<file path="src/rtl/axis_decim_pkg.sv">
// Shared types, default geometry and helpers for the multi-channel AXI-Stream decimator.
package axis_decim_pkg;

  localparam int CHANNELS_DEF    = 4;
  localparam int DATA_WIDTH_DEF  = 12;
  localparam int RATIO_WIDTH_DEF = 16;
  localparam int SHIFT_WIDTH_DEF = 5;

  typedef enum logic {
    DECIM_DROP = 1'b0,
    DECIM_AVG  = 1'b1
  } decim_mode_t;

  // Accumulator must hold ratio_max full-scale samples without wrapping.
  function automatic int acc_width(input int dataWidth, input int ratioWidth);
    return dataWidth + ratioWidth;
  endfunction

  localparam int ACC_WIDTH_DEF = acc_width(DATA_WIDTH_DEF, RATIO_WIDTH_DEF);

  function automatic logic [DATA_WIDTH_DEF-1:0] lane_sel(
    input logic [CHANNELS_DEF*DATA_WIDTH_DEF-1:0] bus,
    input int                                     k
  );
    return bus[k*DATA_WIDTH_DEF +: DATA_WIDTH_DEF];
  endfunction

endpackage

</file>
<file path="src/rtl/decim_acc_lane.sv">
// One lane of the boxcar averager: running sum, right shift and saturation to DATA_WIDTH.
module decim_acc_lane
  import axis_decim_pkg::*;
#(
  parameter int DATA_WIDTH  = DATA_WIDTH_DEF,
  parameter int ACC_WIDTH   = ACC_WIDTH_DEF,
  parameter int SHIFT_WIDTH = SHIFT_WIDTH_DEF
) (
  input  logic                   clk,
  input  logic                   rst,
  input  logic                   i_clear,
  input  logic                   i_load,
  input  logic                   i_add,
  input  logic [DATA_WIDTH-1:0]  i_sample,
  input  logic [SHIFT_WIDTH-1:0] i_shift,
  output logic [DATA_WIDTH-1:0]  o_data,
  output logic                   o_sat
);

  logic [ACC_WIDTH-1:0] r_acc;
  logic [ACC_WIDTH-1:0] w_sum;
  logic [ACC_WIDTH-1:0] w_shifted;

  // The outputs describe the sum including the sample presented this cycle,
  // so the completing beat of a group is folded in without an extra cycle.
  assign w_sum     = i_load ? ACC_WIDTH'(i_sample) : (r_acc + ACC_WIDTH'(i_sample));
  assign w_shifted = w_sum >> i_shift;
  assign o_sat     = |w_shifted[ACC_WIDTH-1:DATA_WIDTH];
  assign o_data    = o_sat ? '1 : w_shifted[DATA_WIDTH-1:0];

  always_ff @(posedge clk or posedge rst) begin
    if (rst) begin
      r_acc <= '0;
    end else if (i_clear) begin
      r_acc <= '0;
    end else if (i_load || i_add) begin
      r_acc <= w_sum;
    end
  end

endmodule

</file>
<file path="src/rtl/axis_decimator_mc.sv">
// Multi-channel AXI-Stream decimator: one output beat per group of `ratio` accepted
// input beats, either keeping the last beat (drop) or a shifted per-lane sum (average).
module axis_decimator_mc
  import axis_decim_pkg::*;
#(
  parameter int CHANNELS    = CHANNELS_DEF,
  parameter int DATA_WIDTH  = DATA_WIDTH_DEF,
  parameter int RATIO_WIDTH = RATIO_WIDTH_DEF,
  parameter int SHIFT_WIDTH = SHIFT_WIDTH_DEF
) (
  input  logic                           clk,
  input  logic                           rst,
  input  logic                           enable,
  input  logic                           mode,
  input  logic [RATIO_WIDTH-1:0]         ratio,
  input  logic [SHIFT_WIDTH-1:0]         avg_shift,
  input  logic [CHANNELS*DATA_WIDTH-1:0] s_axis_tdata,
  input  logic                           s_axis_tvalid,
  output logic                           s_axis_tready,
  output logic [CHANNELS*DATA_WIDTH-1:0] m_axis_tdata,
  output logic [CHANNELS-1:0]            m_axis_tuser,
  output logic                           m_axis_tvalid,
  input  logic                           m_axis_tready
);

  localparam int                     ACC_WIDTH = acc_width(DATA_WIDTH, RATIO_WIDTH);
  localparam logic [RATIO_WIDTH-1:0] RATIO_ONE = RATIO_WIDTH'(1);

  logic [RATIO_WIDTH-1:0]         r_cnt;
  logic [RATIO_WIDTH-1:0]         r_ratio;
  decim_mode_t                    r_mode;
  logic [SHIFT_WIDTH-1:0]         r_shift;
  logic [CHANNELS*DATA_WIDTH-1:0] r_data;
  logic [CHANNELS-1:0]            r_user;
  logic                           r_valid;

  logic                           w_first;
  logic                           w_ready;
  logic                           w_accept;
  logic                           w_complete;
  logic                           w_load;
  logic                           w_add;
  logic                           w_clear;
  logic [RATIO_WIDTH-1:0]         w_ratioIn;
  logic [RATIO_WIDTH-1:0]         w_ratioEff;
  decim_mode_t                    w_modeIn;
  decim_mode_t                    w_modeEff;
  logic [SHIFT_WIDTH-1:0]         w_shiftEff;
  logic [CHANNELS*DATA_WIDTH-1:0] w_avgData;
  logic [CHANNELS-1:0]            w_avgSat;

  // On the first beat of a group the live configuration is used and latched,
  // so a one-beat group is already governed by the values presented with it.
  assign w_first    = (r_cnt == '0);
  assign w_ratioIn  = (ratio == '0) ? RATIO_ONE : ratio;
  assign w_modeIn   = decim_mode_t'(mode);
  assign w_ratioEff = w_first ? w_ratioIn : r_ratio;
  assign w_modeEff  = w_first ? w_modeIn : r_mode;
  assign w_shiftEff = w_first ? avg_shift : r_shift;

  assign w_ready       = enable ? (!r_valid || m_axis_tready) : 1'b1;
  assign s_axis_tready = w_ready && !rst;
  assign w_accept      = s_axis_tvalid && w_ready && enable;
  assign w_complete    = w_accept && (r_cnt == (w_ratioEff - RATIO_ONE));
  assign w_load        = w_accept && w_first;
  assign w_add         = w_accept && !w_first;
  assign w_clear       = !enable;

  assign m_axis_tdata  = r_data;
  assign m_axis_tuser  = r_user;
  assign m_axis_tvalid = r_valid;

  // Group counter and shadow configuration; disabling abandons the current group.
  always_ff @(posedge clk or posedge rst) begin
    if (rst) begin
      r_cnt   <= '0;
      r_ratio <= RATIO_ONE;
      r_mode  <= DECIM_DROP;
      r_shift <= '0;
    end else if (!enable) begin
      r_cnt <= '0;
    end else if (w_accept) begin
      r_cnt <= w_complete ? '0 : (r_cnt + RATIO_ONE);
      if (w_first) begin
        r_ratio <= w_ratioIn;
        r_mode  <= w_modeIn;
        r_shift <= avg_shift;
      end
    end
  end

  // Single output stage; a pending beat survives enable dropping until accepted.
  always_ff @(posedge clk or posedge rst) begin
    if (rst) begin
      r_valid <= 1'b0;
      r_data  <= '0;
      r_user  <= '0;
    end else if (w_complete) begin
      r_valid <= 1'b1;
      if (w_modeEff == DECIM_AVG) begin
        r_data <= w_avgData;
        r_user <= w_avgSat;
      end else begin
        r_data <= s_axis_tdata;
        r_user <= '0;
      end
    end else if (m_axis_tready) begin
      r_valid <= 1'b0;
    end
  end

  for (genvar k = 0; k < CHANNELS; k++) begin : g_lane
    decim_acc_lane #(
      .DATA_WIDTH  (DATA_WIDTH),
      .ACC_WIDTH   (ACC_WIDTH),
      .SHIFT_WIDTH (SHIFT_WIDTH)
    ) u_lane (
      .clk      (clk),
      .rst      (rst),
      .i_clear  (w_clear),
      .i_load   (w_load),
      .i_add    (w_add),
      .i_sample (s_axis_tdata[k*DATA_WIDTH +: DATA_WIDTH]),
      .i_shift  (w_shiftEff),
      .o_data   (w_avgData[k*DATA_WIDTH +: DATA_WIDTH]),
      .o_sat    (w_avgSat[k])
    );
  end

endmodule
</file>
<file path="config.mk">
export PLATFORM = sky130hd
export DESIGN_NAME = axis_decimator_mc
export DESIGN_NICKNAME = d
export VERILOG_FILES = /design/src/rtl/axis_decim_pkg.sv /design/src/rtl/decim_acc_lane.sv /design/src/rtl/axis_decimator_mc.sv
export SDC_FILE = /design/constraint.sdc
export NUM_CORES = 1
export LEC_CHECK = 0
export ABC_CLOCK_PERIOD_IN_PS = 7960
export CORE_MARGIN = 2
export CORE_UTILIZATION = 45
export DETAILED_ROUTE_END_ITERATION = 6
export PLACE_DENSITY = 0.69
export SKIP_CTS_REPAIR_TIMING = 1
export SYNTH_ARGS = -nofsm -noshare
export SYNTH_HDL_FRONTEND = slang
export SYNTH_HIERARCHICAL = 1
export SYNTH_SLANG_ARGS = --single-unit
</file>
<file path="constraint.sdc">
create_clock -name clk -period 7.96 [get_ports clk]
set_clock_uncertainty 0.1 [all_clocks]
set_input_delay 1.99 -clock clk [delete_from_list [all_inputs] [get_ports clk]]
set_output_delay 1.99 -clock clk [all_outputs]
set_load 0.005 [all_outputs]
</file>
* Yosys cells after proc, flatten, opt, wreduce, memory -nomap -nowiden
Cells that the tools add are included.
W data, S select, Z words.
** Storage, ports and cells
- Logic and storage cells :: 71
- Bits in registers :: 203
** Cells by class
- Shifts and indexed selects :: 4
- Multiplexer cells :: 28
- Eq/ne operators :: 3
- Add/subtract/negate cells :: 6
- Reductions and logical operators :: 19
** Operators by type and width (count)
- $mux W28 :: 12
- $add A28 B12 Y28 :: 4
- $shr A28 B5 Y28 :: 4
- $mux W16 :: 5
- $reduce_or A16 Y1 :: 4
- $mux W12 :: 4
- $mux W48 :: 1
- $logic_not A16 Y1 :: 2
- $add A16 B1 Y16 const B :: 1
- $eq A16 B16 Y1 :: 1
- $sub A16 B1 Y16 const B :: 1
- $logic_and A1 B1 Y1 :: 6
- $mux W5 :: 1
- $mux W1 :: 4
- $mux W4 :: 1
- $ne A2 B1 Y1 const B :: 2
- $logic_not A1 Y1 :: 3
- $logic_or A1 B1 Y1 :: 2
- $reduce_and A2 Y1 :: 1
- $reduce_bool A2 Y1 :: 1

* Logic depth before layout (Yosys ltp)
- Depth in word-level cells :: 11
- Depth in mapped cells :: 23

* Cells and area by module
The synthesis kept the hierarchy.
** By module, submodules not included
- decim_acc_lane at g_lane[1].u_lane ... :: sequential area each 700.7 um^2, cells an instance 635, area each 4524.3 um^2, times used 3
- axis_decimator_mc :: sequential area each 2278.4 um^2, cells an instance 505, area each 5459.0 um^2, times used 1
- decim_acc_lane at g_lane[0].u_lane :: sequential area each 700.7 um^2, cells an instance 594, area each 4398.0 um^2, times used 1

* Worst setup path before layout
Ideal clock, no wire load.
- Path kind :: input to register
- From :: in enable
- To :: reg r_data[8] (netlist: m_axis_tdata[8])
- Path slack :: 1.665 ns
- Path buffers :: 3
- Data arrival time :: 6.067 ns
- Setup time :: 0.127 ns
- Stages :: 17
- Required time :: 7.733 ns
- Path through :: clkbuf_1 > nand3_1 > nor2_1 > clkbuf_1 > or2_2 > clkbuf_1 > nor3_1 > and3_1 > a311oi_1 > o2111ai_1 > o21ai_0 > nand4_1 > a221o_1 > o311ai_4 > nand3_1 > mux2_2 > mux2_1
** Between the ends
- Word-level cells in the longest chain between the ends :: 9
- Elaborated cells on any way between the ends :: 10
** Ends and longest elaborated chain
- start: declaration :: line axis_decimator_mc.sv:13 : input logic enable,
- $mux W1 :: line axis_decimator_mc.sv:61 : assign w_ready = enable ? (!r_valid || m_axis_tready) : 1'b1;
- $logic_and A1 B1 Y1 :: line axis_decimator_mc.sv:63 : assign w_accept = s_axis_tvalid && w_ready && enable;
- $logic_and A1 B1 Y1 (*) :: line axis_decimator_mc.sv:63
- $logic_and A1 B1 Y1 (*) :: line axis_decimator_mc.sv:65 : assign w_load = w_accept && w_first;
- named net w_load :: line axis_decimator_mc.sv:41 : logic w_load;
- $mux W28 (*) :: line decim_acc_lane.sv:26 : assign w_sum = i_load ? ACC_WIDTH'(i_sample) : (r_acc + ACC_WIDTH'(i_sample));
- $shr A28 B5 Y28 (*) :: line decim_acc_lane.sv:27 : assign w_shifted = w_sum >> i_shift;
- $reduce_or A16 Y1 :: line decim_acc_lane.sv:28 : assign o_sat = |w_shifted[ACC_WIDTH-1:DATA_WIDTH];
- $mux W12 (*) :: line decim_acc_lane.sv:29 : assign o_data = o_sat ? '1 : w_shifted[DATA_WIDTH-1:0];
- named net w_avgData[8] :: line axis_decimator_mc.sv:49 : logic [CHANNELS*DATA_WIDTH-1:0] w_avgData;
- $mux W48 (*) :: line axis_decimator_mc.sv:100 : if (w_modeEff == DECIM_AVG) begin
- end signal: assignment :: line axis_decimator_mc.sv:101 : r_data <= w_avgData;
- end signal: assignment :: line axis_decimator_mc.sv:104 : r_data <= s_axis_tdata;
- end: declaration :: line axis_decimator_mc.sv:33 : logic [CHANNELS*DATA_WIDTH-1:0] r_data;
Mark *: on every way through the listed nets, which the timed path passes. The rest lies on a longest branch.
A chain may end at the register's enable or synchronous reset.

* Final worst setup path
- From :: in s_axis_tdata[0]
- To :: reg r_data[6] (netlist: m_axis_tdata[6])
** Between the ends
- Word-level cells in the longest chain between the ends :: 6
** Ends and longest elaborated chain
- start: declaration :: line axis_decimator_mc.sv:17 : input logic [CHANNELS*DATA_WIDTH-1:0] s_axis_tdata,
- $add A28 B12 Y28 :: line decim_acc_lane.sv:26
- $mux W28 (*) :: line decim_acc_lane.sv:26
- $shr A28 B5 Y28 (*) :: line decim_acc_lane.sv:27
- $reduce_or A16 Y1 :: line decim_acc_lane.sv:28
- $mux W12 (*) :: line decim_acc_lane.sv:29
- named net w_avgData[6] :: line axis_decimator_mc.sv:49
- $mux W48 (*) :: line axis_decimator_mc.sv:100
Marks and branches as above.

==> results.toml <==
[route]
routed_via_density = 6.71
drt_first_pass_iters = 7
drc_errors = 0
drt-initial-drc-count = 2621
wl_per_cell_um = 22.9
ant_nets = 0
vias = 24900
routed_wl_um = 84900

[clock_tree]
clockBufferDepth = 3
clkSinkCount = 203
cts_tree = "yes"
root_buffer = "clkbuf_16"
insertion_delay_ps = 600
path_clk_slew_ps = 60
h-tree-depth = 1
cts_buffers = 28

[timing]
fmax_ghz = 0.147
worst_pin_slew_ps = 1120
slew_headroom = 0.253
slew_violations = 0
tns_ps = 0
hold_viol = 0
final-setup-viol-count = 0
rsz0062_at_grt = "false"
min_period_ps = 6790
period_share = 0.853

[setup_path]
path_max_fanout = 7
ff2ff_path_depth = 18
worstSetupPathType = "input port to register"
cpLargestDelayFamily = "compound AO/OA/AOI/OAI gates"
rr_endpoint = "m_axis_tdata[43]"
critPathRequiredTime_ps = 8340
cpPeakStageDelay_ps = 650
endpoint_kind = "register"
crit_slowest_cell = "nor4_1"
cp_cell_sequence = "clkdlybuf4s50_1, ha_1, fa_1, a211oi_1, o21ai_1, a211oi_2, nor4_1, xnor2_1, o22ai_1, or2_2, o32a_1, o311ai_4, nand3_1, mux2_2, mux2_1"
crit_buf_inv = 1
worst_setup_path_start_kind = "input port"
reg2reg_setup_slack_ps = 1570
arrival_ps = 7170
r2r-start = "r_cnt[8]"
crit_path_start = "s_axis_tdata[0]"

[power]
power_density_mw_per_mm2 = 184
seq_power_share = 0.239
clockPowerShare = 0.297
cellLeakagePower_nw = 10.0
swShare = 0.424
pwr-share-comb = 0.464
intPower_mw = 2.76
ir_worst_vdd_v = 0.000149
switchingPower_mw = 2.03
power.total_mw = 4.80

[job]
max_cap_violations = 0

[place]
place_hpwl_um = 63100
portBuffers = 128
gp_congestion = 0.964

[min_path]
hold_path_end = "m_axis_tuser[1]"
worstHoldStart = "m_axis_tuser[1]"
whs_path_depth = 2
hp-class = "register to register"

[global_route]
grt_use_total = 0.308
grt_max_degree = 79
grt_pass1_wl_um = 134000
grt-ovfl-total = 0
grt_pass1_vias = 23800
grt_antenna_before_repair = 2

[synth]
synth_flop_cell = "dfrtp_1"
synth_area_leaders = "dfrtp_1, nor2_1, mux2_2"
yosysWarnings = 6
syn_avg_cell_area_um2 = 7.80
netlist_instances = 3004
synth_seq_area_share = 0.217
netlist.top_cell.by_area = "dfrtp_1"
ys_types = 113
yosys_register_bits = 203
async_reset_ff_frac = 1.00
yosysTopAreaCellShare = 0.216
synth_fp_nets = 3134
synth_enable_flop_cells = 0
synthesis.area_mm2 = 0.0234

[cells_and_area]
drive_gt1_frac = 0.113
syn_to_final_growth_pct = 11.1
fillerInstances = 4983
nets = 3134
diodes = 0

[status]
status = "completed"

[floorplan]
ios = 129
die_w_um = 232
start_util = 0.456
rows = 83
dieArea_mm2 = 0.0539
core_mm2 = 0.0514
fp.dieH_um = 232
[worst max-delay path by stage]
stage	end	slack, ps	depth (start not counted)
4_1_cts	m_axis_tdata[5]	1350	15
6_report	m_axis_tdata[6]	1170	15
5_1_grt	m_axis_tdata[36]	870	15
2_1_floorplan	m_axis_tdata[8]	1670	17
3_3_place_gp	m_axis_tdata[5]	710	15
3_5_place_dp	m_axis_tdata[5]	720	15
[metrics by stage]
| step | worst slack (ps) | util | hold WS (ps) | area (µm²) | cells |
|---|---|---|---|---|---|
| final | 1170 | 0.506 | 370 | 26000 | 3706 |
| after detailed placement | 723 | 0.487 | 366 | 25000 | 3654 |
| after floorplan | 1670 | - | 363 | 23400 | 3004 |
| after global routing | 865 | 0.506 | 405 | 26000 | 3706 |
| after CTS | 1350 | 0.506 | 380 | 26000 | 3706 |
| after global placement | 708 | 0.487 | 354 | 25000 | 3654 |
[flip-flops by register name, indices dropped and copies added (netlist names)]
name,cells
g_lane.u_lane/r_acc,112
m_axis_tdata,48
m_axis_tuser,4
m_axis_tvalid,1
r_cnt,16
r_mode,1
r_ratio,16
r_shift,5
[Yosys cell counts, types with 16 or more instances]
cell / instances
inv_1: 56
a31oi_1: 35
a221oi_1: 19
nor3_1: 71
a21oi_1: 179
and2_1: 37
mux2_2: 100
and3_1: 30
o21ai_0: 119
xor2_1: 77
nand2b_1: 20
and4_1: 16
nor2_1: 379
mux4_2: 22
o221ai_1: 33
a21o_1: 42
o21a_1: 23
mux2_1: 28
or3_1: 42
o22ai_1: 48
xnor2_1: 73
nand3_1: 93
buf_4: 24
mux2i_1: 74
buf_1: 19
a32oi_1: 27
ha_1: 51
clkbuf_1: 117
o211ai_1: 61
nor4_1: 36
a211oi_1: 89
nand4_1: 50
dfrtp_1: 202
buf_2: 32
nand2_1: 299
[power groups by stage]
| stage | clock, mW | combinational (mW) | sequential [mW] |
|---|---|---|---|
| finish | 1.43 | 2.23 | 1.14 |
| global route | 1.49 | 2.42 | 1.15 |
| CTS | 1.46 | 2.18 | 1.14 |
| detailed placement | 0 | 2.16 | 1.16 |
| global placement | 0 | 2.15 | 1.16 |
| floorplan | 0 | 1.62 | 1.14 |
[area by class of cell]
type                    count  area (µm²)  share of cell area
clock buffers              33         771              0.0296
clock inverters            19         251             0.00966
inverters                  73         277              0.0106
multi-input cells        2528       17200               0.660
flip-flops and latches    203        5080               0.195
well taps                 680         851              0.0327
repair buffers            170        1610              0.0618
[worst reg2reg max path, stage by stage, from the launching register on]
cell	delay, ps
dfrtp_1	480
nor4_1	550
and4_1	1040
nand2_1	230
nand2_4	510
inv_1	100
buf_4	240
nand2_1	340
nor4b_1	110
a31oi_1	190
o211ai_1	110
nor4_1	320
nand2_1	180
or3_1	340
a32o_1	260
and4bb_4	420
a31oi_1	180
mux2_2	300
mux2_2	260
[kinds of logic after synthesis]
kind of cell               after synthesis  share of synthesized area
AOI/OAI and AO/OA                      905                      0.277
DFF                                    203                      0.217
and+or+nand+nor                       1191                      0.251
buffers and inverters                  273                     0.0517
xor gates and xnor gates               153                     0.0582
muxes                                  224                      0.114
adders and majority gates               55                     0.0307
[cells in the final DEF (no fill, tap or decap), drive strengths merged, types with 14 or more instances in the layout]
cell type / synthesis / layout
nor2: 380 / 380
nand2: 308 / 308
dfrtp: 202 / 202
a21oi: 186 / 186
o21ai: 129 / 129
clkdlybuf4s50: 0 / 128
mux2: 128 / 128
nand3: 96 / 96
a211oi: 96 / 96
xor2: 80 / 80
mux2i: 74 / 74
xnor2: 73 / 73
nor3: 71 / 71
o211ai: 67 / 67
inv: 62 / 65
nand4: 54 / 54
ha: 51 / 51
o22ai: 48 / 48
or3: 43 / 43
a21o: 42 / 42
buf: 82 / 42
nor4: 41 / 41
and2: 40 / 40
a31oi: 35 / 35
o221ai: 33 / 33
and3: 33 / 33
clkbuf: 118 / 33
a32oi: 27 / 27
o21a: 23 / 23
mux4: 22 / 22
nand2b: 20 / 20
or2: 20 / 20
a221oi: 19 / 19
and4: 17 / 17
clkinv: 11 / 17
a22oi: 16 / 16
o31ai: 15 / 15
a41oi: 15 / 15
a311oi: 14 / 14
a31o: 14 / 14
[routing by layer]
layer  track usage  share of wire  vias up
met5             0        0.00019        -
met4         0.117          0.040        2
met3        0.0422          0.075      202
met2         0.499           0.46     1186
met1         0.416           0.43    12100
li1              -              -    11400
No activity file was read; power rests on OpenSTA's default activity.
